==> config.mk <==
export PLATFORM = sky130hd
export DESIGN_NAME = router_port_rx
export DESIGN_NICKNAME = d
export VERILOG_FILES = /design/src/rtl/router_port_rx_pkg.sv /design/src/rtl/router_port_rx.sv
export SDC_FILE = /design/constraint.sdc
export NUM_CORES = 1
export LEC_CHECK = 0
export BUFFER_PORTS_ARGS = -buffer_cell sky130_fd_sc_hd__buf_2
export CAP_MARGIN = 20
export CORE_UTILIZATION = 50
export DETAILED_ROUTE_END_ITERATION = 12
export PLACE_DENSITY = 0.79
export SYNTH_ARGS = -nofsm -noshare
export SYNTH_HDL_FRONTEND = slang
export SYNTH_SLANG_ARGS = --single-unit
==> constraint.sdc <==
create_clock -name clk -period 4 [get_ports clk]
set_input_delay 0.2 -clock clk [delete_from_list [all_inputs] [get_ports clk]]
set_output_delay 0.2 -clock clk [all_outputs]
set_load 0.05 [all_outputs]
==> src/rtl/router_port_rx_pkg.sv <==
// Shared definitions for the router output-port receiver: FSM encoding,
// header field positions and status counter width.
package router_port_rx_pkg;

    typedef enum logic [2:0] {
        ST_IDLE    = 3'd0,
        ST_WAIT    = 3'd1,
        ST_HDR     = 3'd2,
        ST_PAYLOAD = 3'd3,
        ST_PARITY  = 3'd4,
        ST_DONE    = 3'd5
    } rx_state_e;

    localparam int LEN_MSB  = 7;
    localparam int LEN_LSB  = 2;
    localparam int ADDR_MSB = 1;
    localparam int ADDR_LSB = 0;
    localparam int LEN_W    = LEN_MSB - LEN_LSB + 1;
    // Byte index within a packet: header + up to 63 payload + parity.
    localparam int IDX_W    = LEN_W + 1;
    localparam int CNT_W    = 16;

    function automatic logic [CNT_W-1:0] sat_inc(input logic [CNT_W-1:0] v);
        return (v == {CNT_W{1'b1}}) ? v : v + 1'b1;
    endfunction

endpackage

==> src/rtl/router_port_rx.sv <==
// Receiver for one router output port: pulls a packet out of the port FIFO,
// streams its payload, checks address and parity, and keeps packet statistics.
module router_port_rx
    import router_port_rx_pkg::*;
#(
    parameter logic [1:0] PORT_ID    = 2'd0,
    parameter int         READ_DELAY = 2,
    parameter int         TIMEOUT    = 64
) (
    input  logic             clk,
    input  logic             resetn,
    input  logic             vld_out,
    input  logic [7:0]       data_out,
    output logic             read_enb,
    output logic [7:0]       pl_data,
    output logic             pl_valid,
    output logic             pkt_done,
    output logic [LEN_W-1:0] pkt_len,
    output logic             parity_err,
    output logic             addr_err,
    output logic             timeout_err,
    output logic [CNT_W-1:0] pkt_cnt,
    output logic [CNT_W-1:0] err_cnt,
    output rx_state_e        state_dbg
);

    localparam logic [4:0] DLY_LAST = (READ_DELAY > 0) ? 5'(READ_DELAY - 1) : 5'd0;
    localparam logic [7:0] TMO_LAST = 8'(TIMEOUT - 1);

    rx_state_e        state_q, state_d;
    logic [4:0]       dly_q, dly_d;
    logic [IDX_W-1:0] issued_q, issued_d;
    logic [IDX_W-1:0] cap_idx_q, cap_idx_d;
    logic             rd_pend_q, rd_pend_d;
    logic [LEN_W-1:0] len_q, len_d;
    logic [7:0]       par_q, par_d;
    logic             hdr_addr_err_q, hdr_addr_err_d;
    logic [7:0]       idle_q, idle_d;
    logic [7:0]       pl_data_q, pl_data_d;
    logic             pl_valid_q, pl_valid_d;
    logic             pkt_done_q, pkt_done_d;
    logic [LEN_W-1:0] pkt_len_q, pkt_len_d;
    logic             parity_err_q, parity_err_d;
    logic             addr_err_q, addr_err_d;
    logic             timeout_err_q, timeout_err_d;
    logic [CNT_W-1:0] pkt_cnt_q, pkt_cnt_d;
    logic [CNT_W-1:0] err_cnt_q, err_cnt_d;

    logic rd_en;
    logic capture;
    logic finish;
    logic par_bad;
    logic tmo;

    always_comb begin
        state_d        = state_q;
        dly_d          = dly_q;
        issued_d       = issued_q;
        cap_idx_d      = cap_idx_q;
        rd_pend_d      = 1'b0;
        len_d          = len_q;
        par_d          = par_q;
        hdr_addr_err_d = hdr_addr_err_q;
        idle_d         = idle_q;
        pl_data_d      = pl_data_q;
        pl_valid_d     = 1'b0;
        pkt_done_d     = 1'b0;
        pkt_len_d      = pkt_len_q;
        parity_err_d   = parity_err_q;
        addr_err_d     = addr_err_q;
        timeout_err_d  = timeout_err_q;
        pkt_cnt_d      = pkt_cnt_q;
        err_cnt_d      = err_cnt_q;
        rd_en          = 1'b0;
        finish         = 1'b0;
        par_bad        = 1'b0;
        tmo            = 1'b0;
        capture        = 1'b0;

        case (state_q)
            ST_IDLE: begin
                dly_d          = '0;
                issued_d       = '0;
                cap_idx_d      = '0;
                len_d          = '0;
                par_d          = '0;
                hdr_addr_err_d = 1'b0;
                idle_d         = '0;
                if (vld_out) begin
                    state_d = (READ_DELAY == 0) ? ST_HDR : ST_WAIT;
                end
            end

            ST_WAIT: begin
                if (dly_q == DLY_LAST) begin
                    state_d = ST_HDR;
                end else begin
                    dly_d = dly_q + 5'd1;
                end
            end

            ST_HDR, ST_PAYLOAD, ST_PARITY: begin
                // len_q is stale until the header lands, but len+2 >= 2 covers
                // the first two reads, and the header is captured by the time
                // the third read is considered.
                rd_en     = vld_out && (issued_q < ({1'b0, len_q} + 7'd2));
                rd_pend_d = rd_en;
                if (rd_en) begin
                    issued_d = issued_q + 7'd1;
                end

                capture = rd_pend_q;
                if (capture) begin
                    idle_d    = '0;
                    cap_idx_d = cap_idx_q + 7'd1;
                    if (cap_idx_q == '0) begin
                        len_d          = data_out[LEN_MSB:LEN_LSB];
                        hdr_addr_err_d = (data_out[ADDR_MSB:ADDR_LSB] != PORT_ID);
                        par_d          = data_out;
                        state_d        = (data_out[LEN_MSB:LEN_LSB] == '0) ? ST_PARITY : ST_PAYLOAD;
                    end else if (cap_idx_q <= {1'b0, len_q}) begin
                        pl_data_d  = data_out;
                        pl_valid_d = 1'b1;
                        par_d      = par_q ^ data_out;
                        if (cap_idx_q == {1'b0, len_q}) begin
                            state_d = ST_PARITY;
                        end
                    end else begin
                        finish  = 1'b1;
                        par_bad = (data_out != par_q);
                    end
                end else if (idle_q == TMO_LAST) begin
                    finish = 1'b1;
                    tmo    = 1'b1;
                end else begin
                    idle_d = idle_q + 8'd1;
                end

                // A read issued in the cycle the timeout fires lands during
                // DONE and is dropped there.
                if (finish) begin
                    state_d       = ST_DONE;
                    pkt_done_d    = 1'b1;
                    pkt_len_d     = len_q;
                    parity_err_d  = par_bad;
                    addr_err_d    = hdr_addr_err_q;
                    timeout_err_d = tmo;
                    if (par_bad || hdr_addr_err_q || tmo) begin
                        err_cnt_d = sat_inc(err_cnt_q);
                    end else begin
                        pkt_cnt_d = sat_inc(pkt_cnt_q);
                    end
                end
            end

            ST_DONE: begin
                state_d = ST_IDLE;
            end

            default: begin
                state_d = ST_IDLE;
            end
        endcase
    end

    always_ff @(posedge clk or negedge resetn) begin
        if (!resetn) begin
            state_q        <= ST_IDLE;
            dly_q          <= '0;
            issued_q       <= '0;
            cap_idx_q      <= '0;
            rd_pend_q      <= 1'b0;
            len_q          <= '0;
            par_q          <= '0;
            hdr_addr_err_q <= 1'b0;
            idle_q         <= '0;
            pl_data_q      <= '0;
            pl_valid_q     <= 1'b0;
            pkt_done_q     <= 1'b0;
            pkt_len_q      <= '0;
            parity_err_q   <= 1'b0;
            addr_err_q     <= 1'b0;
            timeout_err_q  <= 1'b0;
            pkt_cnt_q      <= '0;
            err_cnt_q      <= '0;
        end else begin
            state_q        <= state_d;
            dly_q          <= dly_d;
            issued_q       <= issued_d;
            cap_idx_q      <= cap_idx_d;
            rd_pend_q      <= rd_pend_d;
            len_q          <= len_d;
            par_q          <= par_d;
            hdr_addr_err_q <= hdr_addr_err_d;
            idle_q         <= idle_d;
            pl_data_q      <= pl_data_d;
            pl_valid_q     <= pl_valid_d;
            pkt_done_q     <= pkt_done_d;
            pkt_len_q      <= pkt_len_d;
            parity_err_q   <= parity_err_d;
            addr_err_q     <= addr_err_d;
            timeout_err_q  <= timeout_err_d;
            pkt_cnt_q      <= pkt_cnt_d;
            err_cnt_q      <= err_cnt_d;
        end
    end

    assign read_enb    = rd_en;
    assign pl_data     = pl_data_q;
    assign pl_valid    = pl_valid_q;
    assign pkt_done    = pkt_done_q;
    assign pkt_len     = pkt_len_q;
    assign parity_err  = parity_err_q;
    assign addr_err    = addr_err_q;
    assign timeout_err = timeout_err_q;
    assign pkt_cnt     = pkt_cnt_q;
    assign err_cnt     = err_cnt_q;
    assign state_dbg   = state_q;

endmodule

==> flow_metrics.py <==
metrics = {
    "cts": {
        "postCtsSetupBuffers": 0,
        "clkLatencyLatePin_ns": 0.37,
        "htreeDepth": 3,
        "clockBufferDepth": 2,
        "cts_made_buffers": 9,
        "ctsHoldBuffers": 1,
        "cts_resized": 0,
        "clock_tree.root_cell": "clkbuf_8",
        "clock_sinks": 97,
        "cts_tree": "built",
        "clk_pin_slew_ns": 0.10,
    },
    "setup_path": {
        "critical_path_class": "flip-flop to primary output",
        "critical_path_required_ns": 3.80,
        "cp_max_fo": 7,
        "crit_top_cell": "ha_1",
        "end_kind": "primary output",
        "path_cells": "ha_1 > nand3_1 > xnor2_1 > ha_1 > a21oi_1 > nor2b_1 > nor4b_2 > a21boi_1 > buf_2",
        "reg2reg_setup_slack_ns": 1.23,
        "worstPathArrival_ns": 2.95,
        "worst_path_max_delay_cell": "nor4b_2",
        "cp.buffers_inverters": 1,
        "critPathTopFamily": "simple AND/OR/NAND/NOR gates",
        "r2r-end": "pkt_cnt[1]",
        "slowest_delay_ns": 0.49,
        "r2r-start": "cap_idx_q[0]",
        "rr_worst_depth": 8,
        "startpoint_type": "flip-flop",
    },
    "logic_synthesis": {
        "ys_seq_area_share_pct": 46.0,
        "synthArstFlopShare_pct": 100,
        "synthTopCellsByArea": "dfrtp_1 (46%), xnor2_1 (6.3%), ha_1 (5.0%)",
        "yosys_warnings": 0,
        "syn_avg_cell_area_sq_um": 9.95,
        "synth-edff-count": 0,
        "synthCells": 530,
        "yosys-top-cells-count": "dfrtp_1 (97), nand2_1 (53), nand3_1 (42), xnor2_1 (38), nor2_1 (26)",
        "synth_cell_types": 67,
        "mappedNetlistNets": 562,
        "ys_ff_latch": 97,
        "yosys_most_used_dff": "dfrtp_1",
        "yosys.area.top_type": "dfrtp_1",
        "netlist.area_leader.share_pct": 46.0,
        "syn-cell-area_sq_um": 5270,
        "post-synth-top-count-cell": "dfrtp_1",
    },
    "run_status": {
        "outcome": "finished clean",
    },
    "power_and_ir_drop": {
        "p_per_area_nw_per_um2": 584,
        "p_leak_nw": 2.84,
        "finalPower_mw": 3.45,
        "irDropWorstVdd_mv": 0.430,
    },
    "final_layout": {
        "drive_gt1_share_pct": 19.4,
        "n_antenna_cell": 0,
        "utilization_pct": 57.5,
        "area_growth_pct": 12.1,
        "final_nets": 625,
    },
    "sta": {
        "fin_worst_skew_ns": 0.00906,
        "relSlewSlack_pct": 28.8,
        "setup_tns_ns": 0,
        "rsz0062_at_grt": "false",
        "finalMaxSlewViolations": 0,
        "hold_viol": 0,
        "fmax_mhz": 317,
        "fin_crit_sh_pct": 78.7,
        "finalSetupViolations": 0,
        "worst_pin_slew_ns": 1.07,
        "period_needed_ns": 3.15,
    },
    "detailed_routing": {
        "ant_nets": 0,
        "wirelength_mm": 11.2,
        "drtIter0Drc": 274,
        "num_vias": 4174,
        "wl_per_cell_microns": 15.3,
        "via_per_inst": 5.69,
        "drcViolationCount": 0,
        "first_pass_iters": 4,
    },
    "floorplan": {
        "fp.dieW_microns": 105,
        "core-area_sq_um": 10300,
        "io_pins": 66,
        "rows": 37,
        "die_h_microns": 105,
        "die_area_sq_um": 11000,
        "initial_core_util_pct": 51.3,
    },
    "hold_path": {
        "hold_depth": 3,
        "hp-start": "data_out[2]",
        "hold_end": "par_q[2]",
        "hp-class": "input pin to flip-flop",
    },
    "job": {
        "drv_cap": 0,
    },
    "global_routing": {
        "grt_first_pass_wirelength_mm": 19.1,
        "grt_pass1_vias": 4088,
        "antenna_found_initial": 0,
        "grt_max_degree": 66,
        "grt_usage_pct": 21.6,
        "grt.overflow.total": 0,
    },
    "placement": {
        "dp_hpwl_mm": 8.23,
        "io_buffer_count": 65,
        "gp_congestion": 0.845,
    },
}
tightest hold or removal path, delay by kind of cell:
kind	cells	cell delay, ns
buffers and inverters	1	0.12
AOI/OAI and AO/OA	1	0.08
and+or+nand+nor	1	0.06
cell type report:
class	count	area, sq um
well taps	136	170
multi-input cells	392	2680
clock inverters	7	53.8
flip-flops and latches	97	2430
clock buffers	9	124
fillers	893	4360
inverters	22	82.6
repair buffers	71	375
metrics by stage:
stage                     cell area (sq um)  hold WS (ns)  worst slack [ns]  std cells
after floorplan                        5270       -0.0956             0.960        530
after global placement                 5730         0.343              1.35        717
after detailed placement               5730         0.352              1.27        717
after CTS                              5910         0.119             0.836        734
after global routing                   5910         0.143             0.539        734
final                                  5910         0.131             0.850        734
routing by layer:
metal | share of wire (%) | track usage [%]
met2 | 48 | 35.5
met5 | 0 | 0
met4 | 1.9 | 8.35
met3 | 3.1 | 3.68
met1 | 47 | 28.5
state kept, by name, summed over array words and instances (netlist names), 3 cells and up:
signal and flops:
err_cnt 16, idle_q 8, len_q 6, cap_idx_q 7
par_q 8, dly_q 5, pl_data 8, state_dbg 3
pkt_len 6, issued_q 7, pkt_cnt 16
power by group:
group / leakage, nW / internal [mW] / switching [mW]
clock network: 0.0879 / 0.233 / 0.364
registers: 1.29 / 1.17 / 0.193
logic: 1.45 / 0.470 / 1.03
cells by family (layout without fill, tap and decap cells):
| family | Yosys count | in the layout | synth area share (%) |
|---|---|---|---|
| AND/OR/NAND/NOR | 225 | 225 | 23.5 |
| multiplexers | 18 | 18 | 3.80 |
| AO/OA/AOI/OAI | 72 | 72 | 9.21 |
| buffers and inverters | 41 | 109 | 3.13 |
| XOR/XNOR | 55 | 55 | 9.14 |
| adder cells (fa/ha/maj) | 22 | 22 | 5.17 |
| flip-flops | 97 | 97 | 46.0 |
worst max-delay path by stage:
stage                       from          end  slack [ns]  cells past startpoint
detailed placement  cap_idx_q[0]   pkt_cnt[1]        1.27                      8
finish                  len_q[1]     read_enb        0.85                      9
global placement        len_q[1]     read_enb        1.35                      9
global route            len_q[1]     read_enb        0.54                      9
floorplan               len_q[1]  issued_q[1]        0.96                      9
CTS                     len_q[1]     read_enb        0.84                      9
layout by cell type (no fill, tap or decap), types with 4 or more instances in the layout:
cell type,synthesis,routed
and3_1,9,9
nand2_1,53,53
ha_1,21,21
a31oi_1,7,7
clkbuf_8,0,9
inv_1,22,22
dfrtp_1,97,97
or4_1,7,7
buf_4,0,6
nand3_1,42,42
nor3_1,21,21
a21o_1,5,5
xor2_1,17,17
a2111o_1,4,4
o21ai_0,21,21
mux2_2,11,11
nand4_1,21,21
mux2i_1,5,5
xnor2_1,38,38
nand4b_1,5,5
nor4_1,5,5
a21oi_1,14,14
nor2_1,26,26
buf_2,9,64
(Power assumes the default switching activity.)
